<file path="config.mk">
export PLATFORM = sky130hd
export DESIGN_NAME = pipe_hazard_ctrl
export DESIGN_NICKNAME = d
export VERILOG_FILES = /design/src/rtl/pipe_hazard_ctrl.sv
export SDC_FILE = /design/constraint.sdc
export NUM_CORES = 1
export LEC_CHECK = 0
export CAP_MARGIN = 20
export CORE_UTILIZATION = 45
export CTS_CLUSTER_DIAMETER = 150
export DETAILED_ROUTE_END_ITERATION = 12
export PLACE_DENSITY = 0.7
export SYNTH_ARGS = -nofsm -noshare
export SYNTH_HDL_FRONTEND = slang
export SYNTH_SLANG_ARGS = --single-unit
</file>
<file path="constraint.sdc">
create_clock -name clk -period 2.1 [get_ports clk]
set_input_delay 0.21 -clock clk [delete_from_list [all_inputs] [get_ports clk]]
set_output_delay 0.21 -clock clk [all_outputs]
set_load 0.01 [all_outputs]
</file>
<file path="src/rtl/pipe_hazard_ctrl.sv">
// Purpose: pipeline hazard controller -- RAW stall in ID, multi-cycle MEM hold, taken-branch flush of ID/EX.
// Latency: all outputs combinational from tracked stage state plus current-cycle inputs; state updates each clk edge.
// Backpressure: o_stall holds ID on a RAW hazard; a MEM wait holds stages 0..MEM and bubbles WB.
module pipe_hazard_ctrl #(
   parameter int NSTAGES = 4,
   parameter int REG_AW  = 4,
   parameter int MEMW    = 4
) (
   input  logic                clk,
   input  logic                rst,
   input  logic                i_dec_valid,
   input  logic [REG_AW-1:0]   i_dec_rs_a,
   input  logic [REG_AW-1:0]   i_dec_rs_b,
   input  logic [1:0]          i_dec_rs_en,
   input  logic [REG_AW-1:0]   i_dec_rd,
   input  logic                i_dec_rd_en,
   input  logic [MEMW-1:0]     i_dec_mem_cycles,
   input  logic                i_branch_taken,
   output logic [NSTAGES-1:0]  o_stall,
   output logic [NSTAGES-1:0]  o_flush,
   output logic                o_busy
);

   localparam int MEM_S = NSTAGES - 2;   // memory stage
   localparam int WB_S  = NSTAGES - 1;   // write-back stage
   localparam int PRE_S = NSTAGES - 3;   // stage feeding MEM (EX when NSTAGES=4)

   typedef struct packed {
      logic              vld;
      logic [REG_AW-1:0] rd;
      logic              rd_en;
      logic [MEMW-1:0]   mc;
   } ent_t;

   ent_t              r_ent [1:NSTAGES-1];
   logic [MEMW-1:0]   r_cnt;

   logic              w_mem_wait;
   logic              w_raw;
   logic              w_br;
   logic              w_any_vld;
   logic [NSTAGES-1:0] w_stall;
   logic [NSTAGES-1:0] w_flush;

   // Hazard detection and stall/flush priority: MEM wait > branch flush > RAW stall.
   // The branch only suppresses the ID stall; holds of stages 1+ never depend on it.
   always_comb begin
      w_mem_wait = (r_cnt != '0);
      w_raw      = 1'b0;
      w_any_vld  = 1'b0;
      for (int k = 1; k <= MEM_S; k++) begin
         if (r_ent[k].vld && r_ent[k].rd_en &&
             ((i_dec_rs_en[0] && (i_dec_rs_a == r_ent[k].rd)) ||
              (i_dec_rs_en[1] && (i_dec_rs_b == r_ent[k].rd))))
            w_raw = 1'b1;
      end
      for (int k = 1; k <= WB_S; k++) begin
         if (r_ent[k].vld)
            w_any_vld = 1'b1;
      end
      w_br    = !rst && i_branch_taken && r_ent[1].vld && !w_mem_wait;
      w_stall = '0;
      w_flush = '0;
      if (!rst) begin
         for (int k = 0; k <= MEM_S; k++)
            w_stall[k] = w_mem_wait;
         if (i_dec_valid && w_raw && !w_br)
            w_stall[0] = 1'b1;
         w_flush[1:0] = {2{w_br}};
      end
      o_stall = w_stall;
      o_flush = w_flush;
      o_busy  = !rst && (w_any_vld || w_mem_wait);
   end

   // Stage tracking shift and MEM wait counter; the counter is loaded as an entry enters MEM.
   always_ff @(posedge clk) begin
      if (rst) begin
         for (int k = 1; k <= WB_S; k++)
            r_ent[k] <= '0;
         r_cnt <= '0;
      end else if (w_mem_wait) begin
         r_ent[WB_S] <= '0;
         r_cnt       <= r_cnt - MEMW'(1);
      end else begin
         r_ent[WB_S] <= r_ent[MEM_S];
         for (int k = 2; k <= MEM_S; k++)
            r_ent[k] <= r_ent[k-1];
         if (i_dec_valid && !w_stall[0] && !w_flush[0])
            r_ent[1] <= '{vld: 1'b1, rd: i_dec_rd, rd_en: i_dec_rd_en, mc: i_dec_mem_cycles};
         else
            r_ent[1] <= '0;
         if (r_ent[PRE_S].vld && (r_ent[PRE_S].mc > MEMW'(1)))
            r_cnt <= r_ent[PRE_S].mc - MEMW'(1);
         else
            r_cnt <= '0;
      end
   end

endmodule

</file>
==> impl_results.md <==
- Compound-gate portion of the synthesized area: 0.0515
- Synth area leaders: edfxtp_1 40%, xor2_1 8.3%, dfxtp_1 6.3%, nor3_2 6.3%, inv_1 4.8%
- Async SR Flop Fraction: 0
- Initial DRC Count: 8
- Flops & latches, synth: 21
- PortBufs: 28
- Req. time, crit path: 1890 ps
- Clock transition at path regs: 120 ps
- Crit. End Element: output port
- Least-Margin Pin Slew: 579 ps
- Dpl ws: -400 ps
- Post-synthesis mux area share: 0
- Initial antenna violation count: 0
- H-tree Lvls: 1
- Number of global-route vias before repair: 882
- Max-slew headroom: 0.609
- DRC Markers: 0
- CP startpoint kind: register
- Slew Limit Fails: 0
- Syn. warnings: 0
- Starting Density: 0.492
- Status: finished with violations
- Aggregate global routing overflow: 0
- Synthesized area per cell: 10.6 sq um
- Static leakage: 0.000752 uW
- EDFF count, synth: 17
- Area leader, netlist: edfxtp_1
- Fin crit period: between 2000 and 2500 ps
- Clock Path Buffers: 2
- Area of the core: 0.00257 sq mm
- Final setup fails: 1
- Die ar.: 0.00302 sq mm
- Clk_lat worst skew: 310 ps
- First-pass GRT wire length: 3.95 mm
- Total CTS buffers: 3
- Min-delay worst type: register to register
- Final hold violations: 0
- Unrepaired setup endpoints after global routing: yes
- CTS Root Cell: clkbuf_4
- Antenna diodes: 0
- Pwr dens: about 1200 mW/mm^2
- Critical path data arrival time: 1960 ps
- Hold-fix buffers, CTS: 0
- Mapped Cells: 119
- DRT Wirelength: 2.59 mm
- Routed Antenna Nets: 0
- I/O pin cnt: 32
- Setup Skew: 2.61 ps
- Synth cell types: 34
- Total track usage: 0.194
- Placed inst area: 0.00160 sq mm
- Design area: approximately 0.0017 sq mm
- Xor/xnor share of the synthesized area: 0.118
- Post-synthesis sequential area ratio: 0.467
- Synthesized cell area: 0.00126 sq mm
- P&R area growth vs syn: 31.3%
- Die Wd: approximately 55 um
- Peak supply drop: 0.835 mV
- Synth Area in Adders: 0.0297
- Share of cells above drive strength 1: 0.205
- CTS tree: done
- Simple-gate share of the synthesized area: 0.239
- Routed length per placed instance: 13.9 um
- Largest net degree at the start of global routing: 17
- Via-per-instance ratio: ~5.2
- Max cap viols: 0
- Total of fill cells in the finished design: 218
- Via count: 975
- Peak Freq: approximately 460 MHz
- DP Cell Count: 181
- Die H: 55.0 um
- Synth Flop Type: edfxtp_1
- Main combinational cell family by area after synthesis: simple AND/OR/NAND/NOR gates
- Final cycle utilization of the critical path: 1.03
- Nets@finish: between 150 and 200
- Critical path start-end classification: register to output port
- Worst Slack Setup Final: -65.4 ps
- Post-route insts no fill: 186
- Gpl congestion: 0.748
- Sink Count: 21
- Detailed Place HPWL: 2.00 mm
- Largest fanout on the critical path: 3
- Setup Total Neg Slack: -65.4 ps
- Synth top area share: 0.404
- Drt pass-1 iters: 4
- Rows: 18
- Finished Core Util: 0.646
- Violated checks: negative setup slack
[routing by layer]
metal / part of all wire / track usage / up-vias / wire length, um
met5: 0 / 0 / - / 0
met4: 0.0058 / 0.0875 / 0 / 15
met3: 0.052 / 0.0246 / 2 / 135
met2: 0.50 / 0.345 / 30 / 1310
met1: 0.44 / 0.229 / 460 / 1130
li1: - / - / 483 / -
[kinds of logic after synthesis]
group / count (synthesis)
other: 2
buffers and inverters: 23
XOR/XNOR: 17
flip-flops: 21
adder cells (fa/ha/maj): 3
AO/OA/AOI/OAI: 9
AND/OR/NAND/NOR: 44
[sequential cells by signal, summed over array words and instances, names as in the netlist]
register  cells
r_ent        17
r_cnt         4
[stage by stage]
stage | total power, uW | hold WS [ps]
3_3_place_gp | 1670 | 481
3_5_place_dp | 1720 | 493
2_1_floorplan | 1360 | 279
5_1_grt | 2090 | 539
4_1_cts | 1940 | 533
6_report | 1950 | 538
[cell type report]
class | instances | area (sq um) | share of cell area
clock buffers | 3 | 22.5 | 0.0136
clock inverters | 1 | 5.00 | 0.00302
multi-input cells | 77 | 584 | 0.352
inverters | 16 | 60.1 | 0.0362
well taps | 30 | 37.5 | 0.0226
flip-flops and latches | 21 | 592 | 0.357
repair buffers | 38 | 358 | 0.216
[power by group]
part | total, uW | switching [uW] | internal (uW)
clock | 200 | 128 | 71.1
sequential | 843 | 164 | 679
combinational | 904 | 440 | 465
total | 1950 | 733 | 1210
[path summary, 6_finish.rpt]
check                                                start                          to  slack, ps  cells past startpoint
worst min register to register         r_cnt[2]$_SDFF_PP0_         r_cnt[2]$_SDFF_PP0_        540                      2
worst max register to register  r_ent[0][15]$_SDFFCE_PP0P_  r_ent[0][13]$_SDFFCE_PP0P_        280                      6
worst min-delay path                   r_cnt[2]$_SDFF_PP0_         r_cnt[2]$_SDFF_PP0_        540                      2
worst max-delay path            r_ent[0][15]$_SDFFCE_PP0P_                  o_stall[0]        -70                      6
[Yosys cell counts, drive strengths merged (2+ instances only)]
cell type,number
ha,3
buf,6
inv,16
and3,7
o22a,2
xor2,12
nor4,4
xnor2,5
a21oi,3
nand4,4
nor3,12
edfxtp,17
conb,2
nor2,7
dfxtp,4
[critical path, cell delays in order, from the launching register on]
cell and delay [ps]:
edfxtp_1 460, xnor2_1 160, nand4_1 90, nor4_1 50, or4_4 530, a41o_2 240, buf_6 120
[cell usage in the layout (no fill, tap or decap), types with 2 or more instances in the layout]
cell type	instances
buf_4	10
nor2_1	6
a21oi_1	3
xnor2_1	5
nor3_2	8
edfxtp_1	17
xor2_1	12
ha_1	3
conb_1	4
nand4_1	4
inv_1	16
and3_1	6
clkdlybuf4s50_1	22
nor3_1	3
clkbuf_4	3
dlygate4sd2_1	3
dfxtp_1	3
dlymetal6s2s_1	2
nor4_1	4
o22a_1	2
[repair_timing]
action / in CTS / in global routing
setup endpoints to repair: 6 / 5
buffers inserted: 0 / 1
pin swaps: 4 / 3
resized for setup: 10 / 5
Power figures use the tool's default switching activity.
